### src/rtl/luma_stats.sv
// luma_stats: 3-stage BT.601 luma pipeline with a per-frame windowed luma average.
// Optional LUMA_STATS_THRESH_EN adds a thresh_in / mask_out luma threshold compare.
module luma_stats #(
    parameter int unsigned WIN_X      = 0,
    parameter int unsigned WIN_Y      = 0,
    parameter int unsigned LOG2_WIN_W = 8,
    parameter int unsigned LOG2_WIN_H = 8
) (
    input  logic        pixel_clk_in,
    input  logic        rst_in,
    input  logic [10:0] hcount_in,
    input  logic [9:0]  vcount_in,
    input  logic        data_valid_in,
    input  logic [7:0]  red_in,
    input  logic [7:0]  green_in,
    input  logic [7:0]  blue_in,
    output logic [7:0]  luma_out,
    output logic [10:0] hcount_out,
    output logic [9:0]  vcount_out,
    output logic        data_valid_out,
    output logic [7:0]  avg_luma_out,
    output logic        avg_valid_out
`ifdef LUMA_STATS_THRESH_EN
    ,
    input  logic [7:0]  thresh_in,
    output logic [0:0]  mask_out
`endif
);

    localparam int unsigned Shift = LOG2_WIN_W + LOG2_WIN_H;
    localparam int unsigned AccW  = 8 + Shift;
    localparam int unsigned WinW  = 1 << LOG2_WIN_W;
    localparam int unsigned WinH  = 1 << LOG2_WIN_H;

    typedef enum logic [1:0] {StIdle, StAccum, StReport} state_e;

    logic [15:0]      prod_r_d, prod_g_d, prod_b_d, sum_d;
    logic [15:0]      prod_r_q, prod_g_q, prod_b_q, sum_q;
    logic [7:0]       luma_d, luma_q;
    logic [2:0][10:0] h_q;
    logic [2:0][9:0]  v_q;
    logic [2:0]       valid_q;

    always_comb begin
        prod_r_d = 16'd77  * {8'd0, red_in};
        prod_g_d = 16'd150 * {8'd0, green_in};
        prod_b_d = 16'd29  * {8'd0, blue_in};
        sum_d    = prod_r_q + prod_g_q + prod_b_q;
        luma_d   = 8'(sum_q >> 8);
    end

    always_ff @(posedge pixel_clk_in) begin
        if (rst_in) begin
            prod_r_q <= '0;
            prod_g_q <= '0;
            prod_b_q <= '0;
            sum_q    <= '0;
            luma_q   <= '0;
            h_q      <= '0;
            v_q      <= '0;
            valid_q  <= '0;
        end else begin
            prod_r_q <= prod_r_d;
            prod_g_q <= prod_g_d;
            prod_b_q <= prod_b_d;
            sum_q    <= sum_d;
            luma_q   <= luma_d;
            h_q      <= {h_q[1:0], hcount_in};
            v_q      <= {v_q[1:0], vcount_in};
            valid_q  <= {valid_q[1:0], data_valid_in};
        end
    end

    assign luma_out       = luma_q;
    assign hcount_out     = h_q[2];
    assign vcount_out     = v_q[2];
    assign data_valid_out = valid_q[2];

`ifdef LUMA_STATS_THRESH_EN
    logic mask_q;

    always_ff @(posedge pixel_clk_in) begin
        if (rst_in) begin
            mask_q <= 1'b0;
        end else begin
            mask_q <= (luma_d >= thresh_in);
        end
    end

    assign mask_out = mask_q;
`endif

    // Offsets wrap to huge values left of / above the window, so one compare bounds both sides.
    logic [31:0] h_rel, v_rel;
    logic        win_hit, win_start, win_last;

    assign h_rel     = {21'd0, hcount_out} - WIN_X;
    assign v_rel     = {22'd0, vcount_out} - WIN_Y;
    assign win_hit   = (h_rel < WinW) && (v_rel < WinH);
    assign win_start = (h_rel == 32'd0) && (v_rel == 32'd0);
    assign win_last  = (h_rel == WinW - 1) && (v_rel == WinH - 1);

    state_e            state_d, state_q;
    logic [AccW-1:0]   acc_d, acc_q, acc_inc, luma_ext;
    logic [7:0]        avg_d, avg_q;
    logic              avg_valid_d, avg_valid_q;

    assign luma_ext = AccW'(luma_q);
    assign acc_inc  = acc_q + (data_valid_out ? luma_ext : '0);

    always_comb begin
        state_d     = state_q;
        acc_d       = acc_q;
        avg_d       = avg_q;
        avg_valid_d = 1'b0;
        unique case (state_q)
            StIdle: begin
                acc_d = '0;
                if (win_start && data_valid_out) begin
                    acc_d   = luma_ext;
                    state_d = StAccum;
                end
            end
            StAccum: begin
                if (win_start && data_valid_out) begin
                    // A missed frame end: restart the sum from this window start.
                    acc_d = luma_ext;
                end else if (win_last) begin
                    acc_d       = acc_inc;
                    avg_d       = 8'(acc_inc >> Shift);
                    avg_valid_d = 1'b1;
                    state_d     = StReport;
                end else if (win_hit) begin
                    acc_d = acc_inc;
                end
            end
            StReport: begin
                acc_d   = '0;
                state_d = StIdle;
            end
            default: begin
                acc_d   = '0;
                state_d = StIdle;
            end
        endcase
    end

    always_ff @(posedge pixel_clk_in) begin
        if (rst_in) begin
            state_q     <= StIdle;
            acc_q       <= '0;
            avg_q       <= '0;
            avg_valid_q <= 1'b0;
        end else begin
            state_q     <= state_d;
            acc_q       <= acc_d;
            avg_q       <= avg_d;
            avg_valid_q <= avg_valid_d;
        end
    end

    assign avg_luma_out  = avg_q;
    assign avg_valid_out = avg_valid_q;

endmodule

### config.mk
export PLATFORM = sky130hd
export DESIGN_NAME = luma_stats
export DESIGN_NICKNAME = d
export VERILOG_FILES = /design/src/rtl/luma_stats.sv
export SDC_FILE = /design/constraint.sdc
export NUM_CORES = 1
export LEC_CHECK = 0
export ABC_AREA = 0
export BUFFER_PORTS_ARGS = -buffer_cell sky130_fd_sc_hd__buf_2
export CAP_MARGIN = 20
export CORE_ASPECT_RATIO = 1.75
export CORE_MARGIN = 5
export CORE_UTILIZATION = 50
export DETAILED_ROUTE_END_ITERATION = 8
export MAX_ROUTING_LAYER = met4
export PLACE_DENSITY_LB_ADDON = 0.12
export SYNTH_ARGS = -nofsm -noshare
export SYNTH_HDL_FRONTEND = slang
export SYNTH_SLANG_ARGS = --single-unit
### constraint.sdc
create_clock -name pixel_clk_in -period 3.35 [get_ports pixel_clk_in]
set_input_delay 0.1675 -clock pixel_clk_in [delete_from_list [all_inputs] [get_ports pixel_clk_in]]
set_output_delay 0.1675 -clock pixel_clk_in [all_outputs]
set_load 0.01 [all_outputs]
==> flow_summary.html <==
<table>
<tr><th>Metric</th><th>Value</th></tr>
<tr><th colspan="2">Run status</th></tr>
<tr><td>Status</td><td>finished clean</td></tr>
<tr><th colspan="2">Synth</th></tr>
<tr><td>Dominant combinational cell family by area after synthesis</td><td>adder cells</td></tr>
<tr><td>Count of flip-flops with a built-in enable after synthesis</td><td>0</td></tr>
<tr><td>Combined area of all synthesized cells</td><td>about 0.0091 sq mm</td></tr>
<tr><td>YS warnings</td><td>0</td></tr>
<tr><td>Most area-consuming cells after synthesis</td><td>sky130_fd_sc_hd__dfxtp_1 35%, sky130_fd_sc_hd__ha_1 17%, sky130_fd_sc_hd__fa_1 8.6%, sky130_fd_sc_hd__nor2b_1 6.8%, sky130_fd_sc_hd__inv_1 3.6%</td></tr>
<tr><td>Number of distinct library cell variants in the gate-level netlist after synthesis</td><td>between 60 and 70</td></tr>
<tr><td>Basic-gate share of the synthesized area counting and, or, nand and nor cells</td><td>0.180</td></tr>
<tr><td>Synthesized-area fraction occupied by adder cells</td><td>0.253</td></tr>
<tr><td>Area share of the leading cell type in the synthesized netlist</td><td>0.353</td></tr>
<tr><td>Post-synthesis cell type with the largest combined area</td><td>sky130_fd_sc_hd__dfxtp_1</td></tr>
<tr><td>Post-synthesis cell count</td><td>approximately 930</td></tr>
<tr><td>Xor/xnor cell area share of the yosys netlist</td><td>0.0377</td></tr>
<tr><td>Post-synthesis average cell area</td><td>~9.7 sq um</td></tr>
<tr><td>Post-synthesis compound-gate area fraction</td><td>0.0998</td></tr>
<tr><td>Register bit count reported by yosys</td><td>160</td></tr>
<tr><td>Synth Net Count</td><td>about 1100</td></tr>
<tr><td>Async set-reset flop share out of synthesis</td><td>0</td></tr>
<tr><td>Share of synthesized area occupied by flip-flops and latches</td><td>0.353</td></tr>
<tr><td>Commonest register cell after synthesis</td><td>sky130_fd_sc_hd__dfxtp_1</td></tr>
<tr><td>Fraction of synthesized area in multiplexers</td><td>0.0110</td></tr>
<tr><th colspan="2">Detailed routing</th></tr>
<tr><td>Final routed wire length divided by cell count</td><td>between 10 and 15 um</td></tr>
<tr><td>Residual antenna-violating net count after detailed routing</td><td>0</td></tr>
<tr><td>Sum of routed wire length over all layers</td><td>around 18000 um</td></tr>
<tr><td>Drt drc</td><td>0</td></tr>
<tr><td>Starting DRT DRC Count</td><td>approximately 260</td></tr>
<tr><td>Routed via count divided by cell count</td><td>roughly 5.1</td></tr>
<tr><td>TritonRoute pass-1 iters</td><td>4</td></tr>
<tr><td>Vias after detailed routing</td><td>approximately 6600</td></tr>
<tr><th colspan="2">Critical path</th></tr>
<tr><td>Worst Path Arrival</td><td>between 3000 and 4000 ps</td></tr>
<tr><td>Data required time of the worst path</td><td>between 3000 and 4000 ps</td></tr>
<tr><td>Worst flop-to-flop path endpoint</td><td>sum_q[14]</td></tr>
<tr><td>Category of the worst setup path launch point</td><td>input port</td></tr>
<tr><td>Worst setup EP type</td><td>flop</td></tr>
<tr><td>Worst setup path startpoint</td><td>red_in[4]</td></tr>
<tr><td>Startpoint of the worst register-to-register path</td><td>prod_g_q[4]</td></tr>
<tr><td>Minimum setup slack among reg-to-reg paths</td><td>~340 ps</td></tr>
<tr><td>R2R cell count</td><td>10</td></tr>
<tr><td>Maximum fanout encountered on the critical timing path</td><td>3</td></tr>
<tr><td>Critical Setup Path Class</td><td>in -&gt; reg</td></tr>
<tr><td>End point of the critical path</td><td>prod_r_q[12]</td></tr>
<tr><th colspan="2">CTS</th></tr>
<tr><td>Skew-Pair Late Insertion Delay</td><td>approximately 430 ps</td></tr>
<tr><td>Reg clk slew, reported paths</td><td>70 ps</td></tr>
<tr><td>Clock buffer count from CTS</td><td>17</td></tr>
<tr><td>Number of hold-repair buffers added at the cts stage</td><td>22</td></tr>
<tr><td>Number of instances resized during post-cts repair</td><td>0</td></tr>
<tr><td>H-tree levels</td><td>4</td></tr>
<tr><td>Number of clock sinks seen by CTS</td><td>160</td></tr>
<tr><td>Buffer count from post-CTS setup fixing</td><td>0</td></tr>
<tr><td>CTS max path bufs</td><td>2</td></tr>
<tr><td>TritonCTS clock tree</td><td>yes</td></tr>
<tr><td>Root buf cell</td><td>sky130_fd_sc_hd__clkbuf_16</td></tr>
<tr><th colspan="2">GRT</th></tr>
<tr><td>Via count of the first global-routing pass</td><td>between 6000 and 7000</td></tr>
<tr><td>GRT Total Usage</td><td>0.184</td></tr>
<tr><td>Largest net degree at the start of global routing</td><td>between 70 and 80</td></tr>
<tr><td>Global-route wire length before repair</td><td>just over 30000 um</td></tr>
<tr><td>Antenna violations before repair</td><td>0</td></tr>
<tr><td>Grt total ovfl</td><td>0</td></tr>
<tr><th colspan="2">Timing</th></tr>
<tr><td>Final hold vios</td><td>0</td></tr>
<tr><td>Min Clock Period, post-route</td><td>slightly above 3000 ps</td></tr>
<tr><td>Unrepaired setup endpoints after global routing</td><td>no</td></tr>
<tr><td>Worst Max-Slew Pin Slew</td><td>approximately 700 ps</td></tr>
<tr><td>Max frequency</td><td>327 MHz</td></tr>
<tr><td>Fraction of the cycle the final worst path needs</td><td>0.913</td></tr>
<tr><td>Clock skew after layout</td><td>7.81 ps</td></tr>
<tr><td>Final count of pins violating max slew</td><td>0</td></tr>
<tr><td>Max-slew headroom at the worst pin</td><td>0.546</td></tr>
<tr><td>Final setup violation count</td><td>0</td></tr>
<tr><th colspan="2">Floorplan</th></tr>
<tr><td>Initial Util</td><td>0.504</td></tr>
<tr><td>Core region area</td><td>0.0180 sq mm</td></tr>
<tr><td>Chip width</td><td>~110 um</td></tr>
<tr><td># IOs</td><td>between 80 and 90</td></tr>
<tr><td>Y dimension of the die</td><td>188 um</td></tr>
<tr><td>Row cnt</td><td>65</td></tr>
<tr><td>Die area</td><td>roughly 0.021 sq mm</td></tr>
<tr><th colspan="2">Final layout</th></tr>
<tr><td>Count of fill cells added during filler insertion</td><td>approximately 1600</td></tr>
<tr><td>Final antenna diode count</td><td>0</td></tr>
<tr><td>Final Non-Filler Cells</td><td>approximately 1300</td></tr>
<tr><td>Final std cell area, no fill</td><td>0.0106 sq mm</td></tr>
<tr><td>Number of nets in the layout</td><td>~1200</td></tr>
<tr><td>Layout cell share with drive strength beyond 1</td><td>0.159</td></tr>
<tr><td>Area grow syn2layout</td><td>16.4%</td></tr>
<tr><th colspan="2">Power and ir drop</th></tr>
<tr><td>Cell area power density</td><td>about 600 mW/mm^2</td></tr>
<tr><td>Peak VDD IR</td><td>~0.5 mV</td></tr>
<tr><td>Leak pwr</td><td>between 5 and 6 nW</td></tr>
<tr><th colspan="2">Placed design</th></tr>
<tr><td>PortBufs</td><td>86</td></tr>
<tr><td>Last weighted congestion value of the routability-driven placer</td><td>just over 0.8</td></tr>
<tr><td>Post-DP HPWL</td><td>~15000 um</td></tr>
<tr><td>Cell count after placement</td><td>1230</td></tr>
<tr><td>Placed cell area</td><td>approximately 0.0097 sq mm</td></tr>
<tr><th colspan="2">Job</th></tr>
<tr><td>Max-capacitance violation count</td><td>0</td></tr>
<tr><th colspan="2">Hold path</th></tr>
<tr><td>Type of the most critical hold path</td><td>in -&gt; reg</td></tr>
</table>
==> kinds of logic after synthesis <==
group,count (synthesis)
flops,160
mux,9
fa+ha+maj,160
compound gates,128
xor+xnor,39
simple gates,301
buf+inv,134
==> cell usage in the layout (no fill, tap or decap), types with 13 or more instances in the layout <==
cell	count
sky130_fd_sc_hd__dlygate4sd3_1	22
sky130_fd_sc_hd__a211oi_1	15
sky130_fd_sc_hd__fa_1	39
sky130_fd_sc_hd__clkbuf_16	17
sky130_fd_sc_hd__nor2_1	71
sky130_fd_sc_hd__nand2_1	23
sky130_fd_sc_hd__inv_1	87
sky130_fd_sc_hd__nor2b_1	99
sky130_fd_sc_hd__and2_1	13
sky130_fd_sc_hd__ha_1	121
sky130_fd_sc_hd__a21oi_1	26
sky130_fd_sc_hd__xnor2_1	31
sky130_fd_sc_hd__nor3_1	30
sky130_fd_sc_hd__buf_2	85
sky130_fd_sc_hd__buf_4	27
sky130_fd_sc_hd__o21ai_0	24
sky130_fd_sc_hd__dfxtp_1	160
sky130_fd_sc_hd__a21o_1	13
==> cells in the mapped netlist, types with 23 or more instances <==
library cell / n
sky130_fd_sc_hd__nor2_1: 71
sky130_fd_sc_hd__ha_1: 121
sky130_fd_sc_hd__dfxtp_1: 160
sky130_fd_sc_hd__a21oi_1: 26
sky130_fd_sc_hd__o21ai_0: 24
sky130_fd_sc_hd__nor3_1: 30
sky130_fd_sc_hd__fa_1: 39
sky130_fd_sc_hd__nor2b_1: 99
sky130_fd_sc_hd__xnor2_1: 31
sky130_fd_sc_hd__inv_1: 87
sky130_fd_sc_hd__nand2_1: 23
==> worst max-delay path, stage by stage <==
cell and delay (ps):
sky130_fd_sc_hd__buf_2 110, sky130_fd_sc_hd__ha_1 290, sky130_fd_sc_hd__ha_1 270, sky130_fd_sc_hd__inv_1 50, sky130_fd_sc_hd__fa_1 490, sky130_fd_sc_hd__fa_1 510
sky130_fd_sc_hd__inv_1 40, sky130_fd_sc_hd__ha_1 300, sky130_fd_sc_hd__or4_1 380, sky130_fd_sc_hd__and3_1 200, sky130_fd_sc_hd__a31oi_1 190, sky130_fd_sc_hd__mux2_2 360
==> state kept, by name (all words and copies together) (netlist names), 10 cells and up <==
name	count
h_q	22
acc_q	24
prod_g_q	15
prod_b_q	13
v_q	20
prod_r_q	15
vcount_out	10
hcount_out	11
==> how the worst min path moves through the flow <==
| stage | startpoint | end | slack [ps] | cells past startpoint |
|---|---|---|---|---|
| CTS | blue_in[0] | prod_b_q[0] | 10 | 2 |
| finish | red_in[0] | prod_r_q[0] | 30 | 2 |
| floorplan | hcount_in[0] | h_q[0] | 300 | 1 |
| detailed placement | vcount_in[3] | v_q[3] | 380 | 2 |
| global placement | hcount_in[7] | h_q[7] | 380 | 2 |
| global route | blue_in[0] | prod_b_q[0] | 20 | 2 |
==> per-layer routing <==
| metal | wire length (um) | vias up | share of wire | global-route usage |
|---|---|---|---|---|
| met5 | 0 | - | 0 | - |
| met4 | 498 | 0 | 0.027 | 0.0735 |
| met3 | 438 | 29 | 0.024 | 0.0316 |
| met2 | 10700 | 84 | 0.59 | 0.364 |
| met1 | 6650 | 3115 | 0.36 | 0.170 |
| li1 | - | 3327 | - | - |
==> metrics by stage <==
| stage | TNS (ps) | utilization | total power [mW] | hold WS (ps) | setup WS (ps) |
|---|---|---|---|---|---|
| 3_3_place_gp | -246 | 0.541 | 4.32 | 377 | -115 |
| 4_1_cts | 0 | 0.587 | 6.39 | 13.8 | 303 |
| 3_5_place_dp | -477 | 0.541 | 4.35 | 379 | -158 |
| 6_report | 0 | 0.587 | 6.28 | 26.4 | 291 |
| 2_1_floorplan | 0 | - | 3.77 | 296 | 19.9 |
| 5_1_grt | 0 | 0.587 | 6.75 | 21.2 | 46.1 |
==> layout make-up <==
class | instances | area [sq um] | share of cell area
Inverter | 87 | 327 | 0.0310
Multi-Input combinational cell | 637 | 5270 | 0.500
Sequential cell | 160 | 3200 | 0.304
Clock inverter | 14 | 168 | 0.0159
Clock buffer | 18 | 439 | 0.0416
Tap cell | 234 | 293 | 0.0278
Timing Repair Buffer | 134 | 848 | 0.0804
==> power by group <==
part	switching, mW	internal [mW]
sequential	0.109	2.13
clock	0.845	1.15
combinational	1.08	0.971
total	2.04	4.25
No activity file was read; power rests on OpenSTA's default activity.
